[src/rtl/jk_drv_pkg.sv]
// Shared types and per-bit JK excitation for the JK bank driver.
// JK_TOGGLE_PREF_EN selects toggle-preferred excitation instead of hold-preferred.
package jk_drv_pkg;

  typedef enum logic [2:0] {
    IDLE,
    DRIVE,
    CHECK,
    DONE,
    ERR
  } state_e;

  // Returns {j, k} that moves one flop from q to t.
  function automatic logic [1:0] excite(input logic q, input logic t);
`ifdef JK_TOGGLE_PREF_EN
    return {t | q, ~t | ~q};
`else
    return {t & ~q, ~t & q};
`endif
  endfunction

endpackage

[src/rtl/jk_excite.sv]
// Combinational WIDTH-bit JK excitation from current state q_i to target t_i.
// Equations follow jk_drv_pkg::excite (JK_TOGGLE_PREF_EN selects the variant).
module jk_excite
  import jk_drv_pkg::*;
#(
  parameter int unsigned WIDTH = 4
) (
  input  logic [WIDTH-1:0] q_i,
  input  logic [WIDTH-1:0] t_i,
  output logic [WIDTH-1:0] j_o,
  output logic [WIDTH-1:0] k_o
);

  always_comb begin
    j_o = '0;
    k_o = '0;
    for (int unsigned i = 0; i < WIDTH; i++) begin
      {j_o[i], k_o[i]} = excite(q_i[i], t_i[i]);
    end
  end

endmodule

[src/rtl/jk_bank_driver.sv]
// Drives a JK flop bank to a requested pattern, verifies via q_fb and retries.
// JK_TOGGLE_PREF_EN (see jk_drv_pkg) changes only the j/k values, not the bank result.
module jk_bank_driver
  import jk_drv_pkg::*;
#(
  parameter int unsigned WIDTH     = 4,
  parameter int unsigned MAX_RETRY = 3
) (
  input  logic             clk,
  input  logic             reset,
  input  logic [WIDTH-1:0] tgt,
  input  logic             tgt_valid,
  output logic             tgt_ready,
  input  logic             abort,
  input  logic [WIDTH-1:0] q_fb,
  output logic [WIDTH-1:0] j,
  output logic [WIDTH-1:0] k,
  output logic             done,
  output logic             err
);

  localparam int unsigned  CW        = (MAX_RETRY < 1) ? 1 : $clog2(MAX_RETRY + 1);
  localparam logic [CW-1:0] RETRY_LIM = CW'(MAX_RETRY);

  state_e           state_q, state_d;
  logic [WIDTH-1:0] tgt_q, tgt_d;
  logic [CW-1:0]    cnt_q, cnt_d;
  logic [WIDTH-1:0] j_q, j_d;
  logic [WIDTH-1:0] k_q, k_d;

  logic [WIDTH-1:0] exc_t, exc_j, exc_k;

  // From IDLE the target is latched on the same edge, so excite from the live input.
  assign exc_t = (state_q == IDLE) ? tgt : tgt_q;

  jk_excite #(
    .WIDTH(WIDTH)
  ) u_excite (
    .q_i(q_fb),
    .t_i(exc_t),
    .j_o(exc_j),
    .k_o(exc_k)
  );

  always_comb begin
    state_d = state_q;
    tgt_d   = tgt_q;
    cnt_d   = cnt_q;
    j_d     = '0;
    k_d     = '0;
    case (state_q)
      IDLE: begin
        if (tgt_valid) begin
          tgt_d   = tgt;
          cnt_d   = '0;
          state_d = DRIVE;
          j_d     = exc_j;
          k_d     = exc_k;
        end
      end
      DRIVE: begin
        state_d = abort ? IDLE : CHECK;
      end
      CHECK: begin
        if (abort) begin
          state_d = IDLE;
        end else if (q_fb == tgt_q) begin
          state_d = DONE;
        end else if (cnt_q < RETRY_LIM) begin
          cnt_d   = cnt_q + 1'b1;
          state_d = DRIVE;
          j_d     = exc_j;
          k_d     = exc_k;
        end else begin
          state_d = ERR;
        end
      end
      DONE:    state_d = IDLE;
      ERR:     state_d = IDLE;
      default: state_d = IDLE;
    endcase
  end

  always_ff @(posedge clk or negedge reset) begin
    if (!reset) begin
      state_q <= IDLE;
      tgt_q   <= '0;
      cnt_q   <= '0;
      j_q     <= '0;
      k_q     <= '0;
    end else begin
      state_q <= state_d;
      tgt_q   <= tgt_d;
      cnt_q   <= cnt_d;
      j_q     <= j_d;
      k_q     <= k_d;
    end
  end

  assign j         = j_q;
  assign k         = k_q;
  assign tgt_ready = (state_q == IDLE);
  assign done      = (state_q == DONE);
  assign err       = (state_q == ERR);

endmodule

[config.mk]
export PLATFORM = sky130hd
export DESIGN_NAME = jk_bank_driver
export DESIGN_NICKNAME = d
export VERILOG_FILES = /design/src/rtl/jk_drv_pkg.sv /design/src/rtl/jk_excite.sv /design/src/rtl/jk_bank_driver.sv
export SDC_FILE = /design/constraint.sdc
export NUM_CORES = 1
export LEC_CHECK = 0
export ABC_AREA = 0
export CAP_MARGIN = 20
export CORE_UTILIZATION = 48
export CTS_BUF_LIST = sky130_fd_sc_hd__clkbuf_8
export CTS_CLUSTER_SIZE = 8
export DETAILED_ROUTE_END_ITERATION = 16
export MAX_ROUTING_LAYER = met4
export PLACE_DENSITY_LB_ADDON = 0.1
export SYNTH_ARGS = -nofsm -noshare
export SYNTH_HDL_FRONTEND = slang
export SYNTH_SLANG_ARGS = --single-unit
[constraint.sdc]
create_clock -name clk -period 1.95 [get_ports clk]
set_input_delay 0.2925 -clock clk [delete_from_list [all_inputs] [get_ports clk]]
set_output_delay 0.2925 -clock clk [all_outputs]
set_load 0.05 [all_outputs]
==> results of run 1 <==
==> through the flow <==
step,total power [uW],area [um^2],setup slack [ns],cells
2_1_floorplan,686,810,0.0422,59
3_3_place_gp,808,1080,0.0469,100
3_5_place_dp,819,1080,-0.0219,100
4_1_cts,1070,1120,0.151,104
5_1_grt,1120,1120,0.0901,104
6_report,1060,1120,0.165,104
==> logic make-up (layout without fill, tap and decap cells) <==
kind of cell,count (synthesis),after routing
xor gates and xnor gates,4,4
muxes,9,9
adders and majority gates,1,1
buffers and inverters,0,29
DFF,17,17
and+or+nand+nor,22,22
AOI/OAI and AO/OA,6,6
==> cell usage after synthesis <==
| cell | count |
|---|---|
| nor3_2 | 5 |
| nor3b_1 | 1 |
| or4bb_2 | 1 |
| or2_4 | 1 |
| mux2i_1 | 5 |
| or2_0 | 1 |
| mux2_2 | 4 |
| xor2_1 | 4 |
| nor4_4 | 1 |
| o211ai_1 | 1 |
| and2b_2 | 1 |
| nor2_1 | 1 |
| o21ai_0 | 1 |
| dfrtp_1 | 17 |
| o21ai_1 | 1 |
| o21a_4 | 1 |
| nand2_1 | 1 |
| a211oi_1 | 1 |
| or2b_2 | 1 |
| ha_1 | 1 |
| nor2b_1 | 1 |
| and3_1 | 4 |
| nand3b_1 | 1 |
| or4b_1 | 1 |
| o21ai_2 | 1 |
| nand2_2 | 1 |
==> sequential cells by signal (all words and copies together) (netlist names) <==
name / cells
cnt_q: 2
state_q: 3
tgt_q: 4
k: 4
j: 4
==> area by class of cell <==
cell class	instances	area (um^2)	share of cell area, %
repair buffers	25	248	22.1
clock buffers	3	41.3	3.68
well taps	16	20.0	1.78
clock inverters	1	3.75	0.334
multi-input cells	42	384	34.2
flip-flops and latches	17	425	37.9
==> layer usage <==
layer,GRT usage (%),vias up
li1,-,271
met1,27.8,274
met2,33.9,15
met4,9.38,0
met3,3.83,2
met5,-,-
==> where the power goes <==
group | total, uW | internal (uW) | switching [uW]
Sequential | 443 | 403 | 40.0
Clock | 252 | 139 | 113
Combinational | 370 | 163 | 206
==> worst register-to-register path, delay by kind of cell (launching register included) <==
kind / cells / cell delay, ns
AND/OR/NAND/NOR: 3 / 1.03
flip-flops: 1 / 0.46
AO/OA/AOI/OAI: 1 / 0.22
==> worst min-delay path by stage <==
stage	end	slack, ns	cells after the start
after floorplan	cnt_q[0]	-0.003	0
after global placement	cnt_q[0]	0.48	1
after detailed placement	cnt_q[0]	0.49	1
after CTS	k[3]	0.38	2
after global routing	k[3]	0.39	2
final	k[3]	0.37	2
==> qor.yml, run 1 <==
synth:
  synth_compound_area_share_pct: 6.07
  synth_top_family_by_area: "simple AND/OR/NAND/NOR gates"
  syn_avg_cell_area_um2: 13.6
  ys.warnings.count: 0
  synth_xor_area_share_pct: 4.36
  synth_top_area_share_pct: 53.0
  synthMuxAreaShare_pct: 11.8
  ys_seq_area_share_pct: 53.0
  synth-simple-area-share_pct: 23.2
  synthTopCellsByArea: "dfrtp_1, mux2i_1, nor3_2, mux2_2, xor2_1"
  syn-cell-area_um2: 803
  synth_fp_nets: 72
  synth-seq-cells: 17
  yosys.area_share.adder_pct: 1.56
  yosys.area.top_type: "dfrtp_1"
  ys_types: 26
  synthCells: 59
clock_network:
  cts_tree: "built"
  htreeDepth: 1
  cts_buffers: 3
  clock_sinks: 17
  post_cts_buffers: 0
  cts_resized: 0
  clk_latency_ns: 0.24
  clkTransAtPathRegs_ns: 0.06
  cts-root-buf: "clkbuf_8"
  cts_buffer_depth: 2
  cts_hold_buf: 0
final_layout:
  fin_util_pct: 72.8
  num-fill-cells: 121
  layout_common_cells: "clkdlybuf4s50_1, dfrtp_1, mux2i_1, buf_4"
  n_antenna_cell: 0
  nNetsFinal: 102
  final_common_cell: "clkdlybuf4s50_1"
  drive_gt1_share_pct: 29.5
  syn2layout_area_growth_pct: 39.7
placed_design:
  dp_hpwl_um: 1200
  routabilityCongestion: 0.753
  port_buffers: 22
setup_path:
  cp_max_fo: 7
  regToRegEndpoint: "j[2]"
  cp.arrival_ns: 1.95
  cpPeakStageDelay_ns: 0.58
  critPathLaunchType: "register"
  cp_num_cells: 4
  timing.rr.start: "state_q[0]"
  worst_setup_path_end_kind: "register"
  ff2ff_setup_slack_ns: 0.16
  crit_type: "reg2reg"
  cp_top_family: "simple AND/OR/NAND/NOR gates"
  slowest_stage: "or4b_1"
  crit_chain: "or4b_1 > or2_4 > o21a_4 > nor3_2"
  crit_buf_inv: 0
  worstPathRequired_ns: 2.11
  cp-startpoint: "state_q[0]"
  crit_end: "j[2]"
  ff2ff_path_depth: 4
flow_run:
  cap_violations: 0
timing:
  maxSlewViolCount: 0
  clock_skew_ns: 0.00104
  fmax_ghz: 0.560
  fin_crit_ns: 1.79
  hold_ws_ns: 0.371
  worst_slew_pin_slew_ns: 0.501
  finalSetupTns_ns: 0
  max_slew_margin_pct: 66.5
  rsz0062_at_grt: "no"
  hold_violations: 0
  period_share_pct: 91.6
  setup_viol: 0
floorplanning:
  fp-row-count: 14
  die_x_um: 42.9
  die-area_um2: 1840
  die_h_um: 42.9
  io_pins: 23
  coreArea_um2: 1540
  initial_core_util_pct: 52.1
grt:
  grt_use_total_pct: 21.8
  grt_first_pass_wirelength_um: 2790
  grt_overflow: 0
  grt_pass1_vias: 577
  antenna_found_initial: 0
  grt_max_degree: 18
route:
  drt-pass1-iter-count: 4
  dr_wl_met3_um: 53
  drt-total-wl_um: 1580
  drt_iter0_markers: 4
  drt-met1-wl_um: 685
  wl_per_cell_um: 15.2
  ant_nets: 0
  post_drt_via_cell_ratio: 5.40
  drc_errors: 0
  dr.max_layer_used: "met4"
  vias: 562
  dr_wl_met2_um: 822
pwr:
  p_leak_uw: 0.000511
  p_per_area_nw_per_um2: 949
  peakVddDrop_v: 0.000498
hold_path:
  hp-class: "in2async"
status:
  outcome: "completed"
No activity file was read; power rests on OpenSTA's default activity.
==> run 2: changes to the inputs <==
MAX_ROUTING_LAYER = default   (was met4)
==> qor.yml, run 2 (same netlist as run 1, synthesis figures left out) <==
timing:
  hold_ws_ns: 0.369  # -0.00139 ns
  setup_viol: 0  # unchanged
  max_slew_margin_pct: 66.5  # unchanged
  rsz0062_at_grt: "no"
  fmax_ghz: 0.560  # about the same
  maxSlewViolCount: 0  # unchanged
  fin_crit_ns: 1.79  # -0.000115 ns
  worst_slew_pin_slew_ns: 0.501  # unchanged
  hold_violations: 0  # unchanged
  finalSetupTns_ns: 0  # unchanged
  clock_skew_ns: 0.00181  # +0.000773 ns
  period_share_pct: 91.6  # about the same
  setup_slack_ns: 0.165  # +0.000115 ns
clock_network:
  clock_sinks: 17  # unchanged
  htreeDepth: 1  # unchanged
  cts_hold_buf: 0  # unchanged
  cts_resized: 0  # unchanged
  post_cts_buffers: 0  # unchanged
  cts-root-buf: "clkbuf_8"
  cts_buffers: 3  # unchanged
  cts_tree: "built"
  cts_buffer_depth: 2  # unchanged
  clkTransAtPathRegs_ns: 0.06  # about the same
  clk_latency_ns: 0.24  # about the same
pwr:
  peakVddDrop_v: 0.000500  # +0.35%
  p_leak_uw: 0.000511  # unchanged
  p_per_area_nw_per_um2: 949  # about the same
  fin_total_pwr_uw: 1070  # about the same
grt:
  antenna_found_initial: 0  # unchanged
  grt_use_total_pct: 21.3  # -0.50 points
  grt_max_degree: 18  # unchanged
  grt_overflow: 0  # unchanged
  grt_pass1_vias: 576  # -0.17%
  grt_first_pass_wirelength_um: 2790  # -0.25%
setup_path:
  worst_setup_path_end_kind: "register"
  ff2ff_path_depth: 4  # unchanged
  cp.arrival_ns: 1.95  # about the same
  timing.rr.start: "state_q[0]"
  cp_max_fo: 7  # unchanged
  crit_type: "reg2reg"
  worstPathRequired_ns: 2.11  # about the same
  ff2ff_setup_slack_ns: 0.16  # about the same
  regToRegEndpoint: "j[2]"
  critPathLaunchType: "register"
route:
  drt-pass1-iter-count: 4  # unchanged
  vias: 560  # -0.36%
  drt_iter0_markers: 3  # -1
  ant_nets: 0  # unchanged
  drc_errors: 0  # unchanged
  post_drt_via_cell_ratio: 5.38  # -0.36%
  drt-total-wl_um: 1580  # about the same
  wl_per_cell_um: 15.2  # about the same
placed_design:
  dp_hpwl_um: 1200  # unchanged
  place_ws_ns: -0.0219  # unchanged
  port_buffers: 22  # unchanged
  placed_area_um2: 1080  # unchanged
  routabilityCongestion: 0.744  # -1.2%
floorplanning:
  initial_core_util_pct: 52.1  # unchanged
  die-area_um2: 1840  # unchanged
  die_h_um: 42.9  # unchanged
  die_x_um: 42.9  # unchanged
  coreArea_um2: 1540  # unchanged
  io_pins: 23  # unchanged
  fp-row-count: 14  # unchanged
final_layout:
  syn2layout_area_growth_pct: 39.7  # unchanged
  finalInstanceArea_um2: 1120  # unchanged
  regArea_um2: 425  # unchanged
  nNetsFinal: 102  # unchanged
  n_antenna_cell: 0  # unchanged
  drive_gt1_share_pct: 29.5  # unchanged
  num-fill-cells: 121  # unchanged
  layout_common_cells: "clkdlybuf4s50_1, dfrtp_1, mux2i_1, buf_4"
  final_common_cell: "clkdlybuf4s50_1"
  multi_input_area_um2: 384  # unchanged
flow_run:
  cap_violations: 0  # unchanged
hold_path:
  hp-class: "in2async"
status:
  outcome: "completed"
run 2: cell counts in the layout (fill, tap and decap cells not counted):
Identical to the previous run, type by type.
run 2: critical path, stage by stage (launching register included):
cell	delay, ns
dfrtp_1	0.45
or4b_1	0.59
or2_4	0.27
o21a_4	0.22
nor3_2	0.17
run 2: layout make-up:
type	instances	share of cell area, %
clock buffer	3	3.68
tap	16	1.78
clock inverter	1	0.334
multi-input combinational	42	34.2
timing repair buffer	25	22.1
sequential	17	37.9
run 2: worst max path at each step:
| stage | from | endpoint | slack (ns) | cells after the start |
|---|---|---|---|---|
| after global placement | abort | k[3] | 0.05 | 5 |
| after global routing | state_q[0] | k[3] | 0.09 | 4 |
| after detailed placement | abort | k[3] | -0.02 | 5 |
| final | state_q[0] | j[2] | 0.16 | 4 |
| after floorplan | state_q[0] | err | 0.04 | 1 |
| after CTS | state_q[0] | k[3] | 0.15 | 4 |
run 2: report_power, final:
group | internal, uW | switching (uW)
combinational | 164 | 206
clock | 139 | 113
sequential | 403 | 40.1
total | 706 | 359
run 2: through the flow:
step | std cells | utilization [%]
finish | 104 | 72.8
CTS | 104 | 72.8
detailed placement | 100 | 69.9
floorplan | 59 | -
global placement | 100 | 69.9
global route | 104 | 72.8
run 2: routing by layer:
metal	up-vias	track usage (%)	share of wire, %	wire, um
met2	13	33.9	51	810
met1	272	28.1	45	704
li1	273	-	-	-
met5	-	0	0	0
met4	0	9.38	0.95	15
met3	2	3.83	2.9	46
==> run 3: changes to the inputs <==
CORE_MARGIN = 2   (was default)
==> qor.yml, run 3 (same netlist as run 1, synthesis figures left out) <==
floorplanning:
  fp-row-count: 14  # unchanged
  coreArea_um2: 1540  # unchanged
  die_h_um: 44.9  # +4.7%
  die_x_um: 44.9  # +4.7%
  die-area_um2: 2020  # +9.5%
  io_pins: 23  # unchanged
  initial_core_util_pct: 52.1  # unchanged
clock_network:
  clk_latency_ns: 0.25  # about the same
  cts-root-buf: "clkbuf_8"
  cts_hold_buf: 0  # unchanged
  cts_resized: 0  # unchanged
  htreeDepth: 1  # unchanged
  post_cts_buffers: 0  # unchanged
  cts_buffers: 3  # unchanged
  clock_sinks: 17  # unchanged
  cts_tree: "built"
  clkTransAtPathRegs_ns: 0.06  # about the same
  cts_buffer_depth: 2  # unchanged
route:
  drt-pass1-iter-count: 4  # unchanged
  post_drt_via_cell_ratio: 5.41  # +0.54%
  vias: 563  # +0.54%
  drc_errors: 0  # unchanged
  wl_per_cell_um: 14.5  # -4.4%
  drt-total-wl_um: 1510  # -4.4%
  ant_nets: 0  # unchanged
  drt_iter0_markers: 8  # +5
pwr:
  peakVddDrop_v: 0.000484  # -3.2%
  p_leak_uw: 0.000511  # unchanged
  p_per_area_nw_per_um2: 944  # -0.56%
final_layout:
  num-fill-cells: 112  # -7.4%
  multi_input_area_um2: 384  # unchanged
  fin_util_pct: 72.8  # unchanged
  nNetsFinal: 102  # unchanged
  n_antenna_cell: 0  # unchanged
  finalInstanceArea_um2: 1120  # unchanged
  final_common_cell: "clkdlybuf4s50_1"
  fin_cells: 104  # unchanged
  layout_common_cells: "clkdlybuf4s50_1, dfrtp_1, mux2i_1, buf_4"
  syn2layout_area_growth_pct: 39.7  # unchanged
  regArea_um2: 425  # unchanged
  drive_gt1_share_pct: 29.5  # unchanged
grt:
  grt_pass1_vias: 576  # unchanged
  antenna_found_initial: 0  # unchanged
  grt_use_total_pct: 17.5  # -3.8 points
  grt_max_degree: 18  # unchanged
  grt_first_pass_wirelength_um: 2480  # -11%
  grt_overflow: 0  # unchanged
placed_design:
  routabilityCongestion: 0.749  # +0.65%
  dp_hpwl_um: 1210  # +0.54%
  port_buffers: 22  # unchanged
  dp_cells: 100  # unchanged
  placed_area_um2: 1080  # unchanged
setup_path:
  regToRegEndpoint: "k[2]"
  critPathLaunchType: "register"
  cp_max_fo: 7  # unchanged
  slowest_stage: "or4b_1"
  ff2ff_setup_slack_ns: 0.17  # about the same
  cpPeakStageDelay_ns: 0.58  # about the same
  crit_end: "k[2]"
  crit_buf_inv: 0  # unchanged
  crit_type: "reg2reg"
  crit_chain: "or4b_1 > or2_4 > o21ai_2 > and3_1"
  worstPathRequired_ns: 2.13  # +0.02 ns
  ff2ff_path_depth: 4  # unchanged
  cp.arrival_ns: 1.96  # about the same
  cp_top_family: "simple AND/OR/NAND/NOR gates"
  worst_setup_path_end_kind: "register"
  cp_num_cells: 4  # unchanged
  cp-startpoint: "state_q[0]"
  timing.rr.start: "state_q[0]"
timing:
  fmax_ghz: 0.562  # +0.32%
  hold_violations: 0  # unchanged
  worst_slew_pin_slew_ns: 0.503  # +0.00272 ns
  clock_skew_ns: 0.00107  # -0.000739 ns
  setup_viol: 0  # unchanged
  max_slew_margin_pct: 66.3  # -0.18 points
  period_share_pct: 91.3  # -0.29 points
  fin_crit_ns: 1.78  # -0.00573 ns
  maxSlewViolCount: 0  # unchanged
  rsz0062_at_grt: "no"
hold_path:
  hp-class: "in2async"
flow_run:
  cap_violations: 0  # unchanged
status:
  outcome: "completed"
## run 3: cell counts in the layout (fill, tap and decap cells not counted)
Identical to the previous run, type by type.
## run 3: layout make-up
| cell class | count | area share (%) |
|---|---|---|
| multi-input cells | 42 | 34.2 |
| flip-flops and latches | 17 | 37.9 |
| clock buffers | 3 | 3.68 |
| well taps | 16 | 1.78 |
| repair buffers | 25 | 22.1 |
| clock inverters | 1 | 0.334 |
## run 3: worst min path at each step
stage / startpoint / endpoint / slack [ns]
after global placement: cnt_q[0] / cnt_q[0] / 0.48
after CTS: reset / k[3] / 0.37
final: reset / k[3] / 0.37
after floorplan: reset / cnt_q[0] / -0.003
after global routing: reset / k[3] / 0.39
after detailed placement: cnt_q[0] / cnt_q[0] / 0.49
## run 3: metal layers
layer  vias up  GRT usage (%)  wire, um
met2        17           30.1       729
met4         0           5.29         8
met3         2           4.80        79
met5         -              0         0
li1        270              -         -
met1       274           21.4       690
## run 3: metrics by stage
| stage | setup TNS (ns) | total power, uW | worst slack, ns | hold slack (ns) |
|---|---|---|---|---|
| global placement | 0 | 808 | 0.0452 | 0.477 |
| global route | 0 | 1110 | 0.0600 | 0.390 |
| finish | 0 | 1060 | 0.170 | 0.370 |
| floorplan | 0 | 686 | 0.0422 | -0.00309 |
| CTS | 0 | 1070 | 0.171 | 0.372 |
| detailed placement | -0.0404 | 818 | -0.0182 | 0.486 |
## run 3: report_power, final
group          internal [uW]  switching [uW]
registers                403            40.3
clock network            139             113
logic                    163             200
